## src/rtl/pipeline_hazard_ctrl_pkg.sv

```systemverilog
// Shared types and constants for the pipeline hazard controller and the pipeline registers.
package pipeline_hazard_ctrl_pkg;

  localparam int unsigned REG_ADDR_W_DEF = 5;

  // Bubble word held by the load/nop_rst pipeline registers when nop_rst is asserted
  localparam logic [31:0] NOP_INSTR = '1;

  typedef enum logic {
    RUN,
    MULTI
  } state_e;

endpackage

```

## src/rtl/pipeline_hazard_ctrl_hazard_match.sv

```systemverilog
// Combinational load-use comparator: flags an ID source that depends on a load in EX.
module hazard_match
  import pipeline_hazard_ctrl_pkg::*;
#(
  parameter int unsigned REG_ADDR_W = REG_ADDR_W_DEF
) (
  input  logic [REG_ADDR_W-1:0] id_rs1,
  input  logic [REG_ADDR_W-1:0] id_rs2,
  input  logic                  id_uses_rs1,
  input  logic                  id_uses_rs2,
  input  logic [REG_ADDR_W-1:0] ex_rd,
  input  logic                  ex_mem_read,
  output logic                  hazard
);

  logic rs1_hit, rs2_hit;

  assign rs1_hit = id_uses_rs1 && (id_rs1 == ex_rd);
  assign rs2_hit = id_uses_rs2 && (id_rs2 == ex_rd);
  // x0 is hard-wired to zero, so a load targeting it never produces a dependency
  assign hazard  = ex_mem_read && (ex_rd != '0) && (rs1_hit || rs2_hit);

endmodule

```

## src/rtl/pipeline_hazard_ctrl.sv

```systemverilog
// Stall/flush sequencer driving the load and nop_rst strobes of the IF/ID, ID/EX, EX/MEM registers.
// Optional statistics counters are enabled by defining HAZARD_STATS_EN.
module pipeline_hazard_ctrl
  import pipeline_hazard_ctrl_pkg::*;
#(
  parameter int unsigned REG_ADDR_W = REG_ADDR_W_DEF,
  parameter int unsigned CNT_W      = 6
`ifdef HAZARD_STATS_EN
  ,
  parameter int unsigned STAT_W     = 32
`endif
) (
  input  logic                  clk,
  input  logic                  rst,
  input  logic [REG_ADDR_W-1:0] id_rs1,
  input  logic [REG_ADDR_W-1:0] id_rs2,
  input  logic                  id_uses_rs1,
  input  logic                  id_uses_rs2,
  input  logic [REG_ADDR_W-1:0] ex_rd,
  input  logic                  ex_mem_read,
  input  logic                  branch_taken,
  input  logic                  ex_multi_start,
  input  logic [CNT_W-1:0]      ex_multi_cycles,
  output logic                  pc_load,
  output logic                  ifid_load,
  output logic                  ifid_nop_rst,
  output logic                  idex_load,
  output logic                  idex_nop_rst,
  output logic                  exmem_nop_rst,
  output logic                  busy
`ifdef HAZARD_STATS_EN
  ,
  output logic [STAT_W-1:0]     stat_stall_cycles,
  output logic [STAT_W-1:0]     stat_flushes,
  output logic [STAT_W-1:0]     stat_bubbles
`endif
);

  state_e           state_q, state_d;
  logic [CNT_W-1:0] cnt_q, cnt_d;
  logic             load_use;

  hazard_match #(
    .REG_ADDR_W (REG_ADDR_W)
  ) u_hazard_match (
    .id_rs1      (id_rs1),
    .id_rs2      (id_rs2),
    .id_uses_rs1 (id_uses_rs1),
    .id_uses_rs2 (id_uses_rs2),
    .ex_rd       (ex_rd),
    .ex_mem_read (ex_mem_read),
    .hazard      (load_use)
  );

  always_ff @(posedge clk or posedge rst) begin
    if (rst) begin
      state_q <= RUN;
      cnt_q   <= '0;
    end else begin
      state_q <= state_d;
      cnt_q   <= cnt_d;
    end
  end

  always_comb begin
    state_d       = state_q;
    cnt_d         = cnt_q;
    pc_load       = 1'b1;
    ifid_load     = 1'b1;
    ifid_nop_rst  = 1'b0;
    idex_load     = 1'b1;
    idex_nop_rst  = 1'b0;
    exmem_nop_rst = 1'b0;
    busy          = 1'b0;

    unique case (state_q)
      RUN: begin
        if (branch_taken) begin
          ifid_nop_rst = 1'b1;
          idex_nop_rst = 1'b1;
        end else if (ex_multi_start && (ex_multi_cycles >= CNT_W'(2))) begin
          // This cycle is the first of the op; MULTI covers the remaining ones
          state_d       = MULTI;
          cnt_d         = ex_multi_cycles - CNT_W'(2);
          pc_load       = 1'b0;
          ifid_load     = 1'b0;
          idex_load     = 1'b0;
          exmem_nop_rst = 1'b1;
        end else if (load_use) begin
          pc_load      = 1'b0;
          ifid_load    = 1'b0;
          idex_nop_rst = 1'b1;
        end
      end
      MULTI: begin
        pc_load       = 1'b0;
        ifid_load     = 1'b0;
        idex_load     = 1'b0;
        exmem_nop_rst = 1'b1;
        busy          = 1'b1;
        if (cnt_q == '0) begin
          state_d = RUN;
        end else begin
          cnt_d = cnt_q - CNT_W'(1);
        end
      end
      default: state_d = RUN;
    endcase

    if (rst) begin
      pc_load       = 1'b0;
      ifid_load     = 1'b0;
      ifid_nop_rst  = 1'b0;
      idex_load     = 1'b0;
      idex_nop_rst  = 1'b0;
      exmem_nop_rst = 1'b0;
      busy          = 1'b0;
    end
  end

`ifdef HAZARD_STATS_EN
  logic              flush;
  logic [STAT_W-1:0] stall_q, flush_q, bubble_q;

  assign flush = (state_q == RUN) && branch_taken && !rst;

  always_ff @(posedge clk or posedge rst) begin
    if (rst) begin
      stall_q  <= '0;
      flush_q  <= '0;
      bubble_q <= '0;
    end else begin
      if (!pc_load && (stall_q != '1)) stall_q <= stall_q + STAT_W'(1);
      if (flush && (flush_q != '1)) flush_q <= flush_q + STAT_W'(1);
      if ((ifid_nop_rst || idex_nop_rst || exmem_nop_rst) && (bubble_q != '1)) begin
        bubble_q <= bubble_q + STAT_W'(1);
      end
    end
  end

  assign stat_stall_cycles = stall_q;
  assign stat_flushes      = flush_q;
  assign stat_bubbles      = bubble_q;
`endif

endmodule
```

## config.mk

```make
export PLATFORM = sky130hd
export DESIGN_NAME = pipeline_hazard_ctrl
export DESIGN_NICKNAME = d
export VERILOG_FILES = /design/src/rtl/pipeline_hazard_ctrl_pkg.sv /design/src/rtl/pipeline_hazard_ctrl_hazard_match.sv /design/src/rtl/pipeline_hazard_ctrl.sv
export SDC_FILE = /design/constraint.sdc
export NUM_CORES = 1
export LEC_CHECK = 0
export ABC_AREA = 1
export CAP_MARGIN = 30
export CORE_UTILIZATION = 38
export CTS_CLUSTER_SIZE = 20
export DETAILED_ROUTE_END_ITERATION = 10
export PLACE_DENSITY = 0.75
export SLEW_MARGIN = 20
export SYNTH_ARGS = -nofsm -noshare
export SYNTH_HDL_FRONTEND = slang
export SYNTH_HIERARCHICAL = 1
export SYNTH_SLANG_ARGS = --single-unit
```

## constraint.sdc

```tcl
create_clock -name clk -period 1.5 [get_ports clk]
set_input_delay 0.3 -clock clk [delete_from_list [all_inputs] [get_ports clk]]
set_output_delay 0.3 -clock clk [all_outputs]
set_load 0.02 [all_outputs]
```

==> results by group, run 1 <==
Status
  – Status: complete, but fails checks
  – Failing checks: setup timing

Power
  – P_int: 408 µW
  – Leakage: 0.814 nW
  – Sw Ratio: 0.286
  – Power Density: 371 nW/µm²
  – Logic pwr share: 0.388
  – Switching pwr: 164 µW
  – Share of power burned in the clock network: 0.281
  – Worst vdd ir: 0.354 mV
  – Seq pwr share: 0.331

Run
  – Max-Cap Viols: 0

Drt
  – Vias: 1096
  – DR pass1 iterations: 4
  – Number of routed nets with antenna violations: 0
  – Vias/cell: 4.62
  – DRT iter0 DRCs: 16
  – DR WL/cell: 11.3 µm
  – DRT Wirelength: 2.68 mm
  – DRC: 0

Placed design
  – Routability cong.: 0.937
  – Cell total after placement: 225
  – Area of placed instances: 1340 µm²
  – Hpwl dp: 1.94 mm
  – PortBufs: 34

Cells and area
  – Area Growth Syn to Fin: 79.1%
  – Final instance area: 1540 µm²
  – Fillcell total: 158
  – Antenna Cells: 0
  – Final core occ: 0.755
  – NumNets Final: 241
  – Fraction of layout cells with a size suffix above 1: 0.500
  – Layout Cells excl Fill: 237

STA
  – Max-slew headroom: 0.793
  – Unrepaired setup endpoints after global routing: yes
  – Period minus WS final: 1.55 ns
  – Fin Clk Skew: 0.00381 ns
  – Worst hold slack: 0.215 ns
  – Final setup margin: -0.0537 ns
  – Final Hold Viols: 0
  – Worst slew pin tran: 0.308 ns
  – Final-report max-slew violation count: 0
  – Peak Freq: 0.644 GHz
  – # setup viols final: 3
  – Final period utilization: 1.04
  – TNS Setup: -0.114 ns

Floorplanning
  – Row cnt: 16
  – Die area: 2460 µm²
  – Ports: 35
  – Starting Density: 0.422
  – Area of the core: 2040 µm²
  – DIE WIDTH: 49.6 µm
  – Die H: 49.6 µm

Clock network
  – Maximum clock path buffer count: 2
  – H-tree Lvls: 1
  – CTS tree: yes
  – Clk pin slew, worst setup/hold paths: 0.05 ns
  – Worst skew pair latency: 0.24 ns
  – Root buf cell: clkbuf_4
  – Clock sink count: 7
  – TritonCTS buffer count: 3

GRT
  – Gr ovfl total: 0
  – Number of global-route vias before repair: 1072
  – First-pass GRT wire length: 4.26 mm
  – Initial antenna violation count: 0
  – Largest net degree at the start of global routing: 8
  – Tot GR Track Use: 0.219

Synthesis
  – Largest cells by area after synthesis: nand2_1 (24%), dfrtp_1 (20%), inv_1 (12%)
  – Top FF cell, synth: dfrtp_1
  – Top cells by count, synth: nand2_1 (56), inv_1 (28), nand3_1 (14)
  – Async set or reset register ratio after synthesis: 1.00
  – Post-synth EDFFs: 0
  – Avg Cell Area, Syn: 5.66 µm²
  – Area of the mapped netlist: 861 µm²
  – Seq/Total Area, Yosys: 0.203
  – Ys Warns: 6
  – Cells after Synth: 152
  – Most common cell in the netlist: nand2_1
  – Yosys top cell area share: 0.244
  – Net count after synthesis: 182
  – Flops & latches, synth: 7
  – Unique masters post-synth: 20
  – Biggest area consumer among synthesized cells: nand2_1

Worst setup path
  – R2r setup slk: 0.06 ns
  – Setup crit end kind: primary output
  – Critical path class: in -> out
  – CP arrival: 1.25 ns
  – CP required: 1.20 ns
  – CP max FO: 2
  – Worst Setup Start Kind: primary input

Min path
  – Worst Hold Class: in -> async
per-layer routing:
layer | global-route usage | vias to the layer above | share of wire
met5 | 0 | - | 0
met3 | 0.0340 | 2 | 0.024
met1 | 0.245 | 479 | 0.41
met4 | 0.0476 | 0 | 0.0052
li1 | - | 590 | -
met2 | 0.426 | 25 | 0.56
stage by stage:
stage / setup WS, ns / total power, mW
after floorplan: -0.0566 / 0.259
after global placement: -0.936 / 0.373
after detailed placement: -1.03 / 0.377
after CTS: -0.0278 / 0.546
after global routing: -0.128 / 0.617
final: -0.0537 / 0.572
layout make-up:
class / instances / area, µm² / share of cell area
multi-input cells: 112 / 681 / 0.442
well taps: 27 / 33.8 / 0.0219
flip-flops and latches: 7 / 175 / 0.114
inverters: 30 / 123 / 0.0795
clock buffers: 4 / 26.3 / 0.0170
repair buffers: 57 / 503 / 0.326
cell families after synthesis:
logic type	share of synthesized area
adders and majority gates	0.0291
and+or+nand+nor	0.509
DFF	0.203
AOI/OAI and AO/OA	0.0916
buffers and inverters	0.157
xor gates and xnor gates	0.0102
final timing paths:
check,startpoint,end,cells after the start
min in group clk,cnt_q[0],cnt_q[0],2
worst min-delay path,rst,cnt_q[0],3
max in group asynchronous,rst,cnt_q[1],3
worst max-delay path,id_rs1[1],idex_nop_rst,10
worst min register to register,cnt_q[0],cnt_q[0],2
worst max register to register,cnt_q[1],cnt_q[1],9
power groups by stage:
stage,Sequential [mW],Combinational (mW),Clock [mW]
after global placement,0.192,0.180,0
after detailed placement,0.192,0.185,0
after global routing,0.189,0.239,0.190
final,0.189,0.222,0.161
after floorplan,0.192,0.0664,0
after CTS,0.189,0.189,0.167
state kept, by name, indices dropped and copies added, names as in the netlist:
register / flops
cnt_q: 6
state_q: 1
worst max-delay path, cell delays in order:
cell	delay, ns
buf_6	0.07
inv_1	0.04
nand2_1	0.09
nand2_2	0.06
nor2_2	0.08
nand3_1	0.09
a21oi_2	0.18
inv_1	0.07
a21oi_2	0.14
buf_6	0.13
cell usage in the layout, fill, tap and decap left out, types with 2 or more instances in the layout:
master and instances:
a21oi_2 4, buf_2 5, buf_4 23, buf_6 12
buf_8 5, clkbuf_2 4, clkbuf_4 3, dfrtp_1 7
dlygate4sd2_1 5, inv_1 14, inv_2 12, inv_4 4
nand2_1 43, nand2_2 16, nand3_1 12, nand3_4 3
nand4_1 3, nor2_1 9, nor2_2 3, nor2_4 2
o21ai_0 5
what timing repair did:
item	4_1_cts	5_1_grt
setup buffers	5	3
hold buffers	0	0
setup endpoints to repair	7	13
pin swaps	25	35
resized for setup	139	47
(Power assumes the default switching activity.)
==> run 2, diff against run 1 <==
Settings changed: ABC_CLOCK_PERIOD_IN_PS set to 1500.
==> results of run 2 <==
Same layout as run 1: the final DEF is identical, and so are final timing and power.
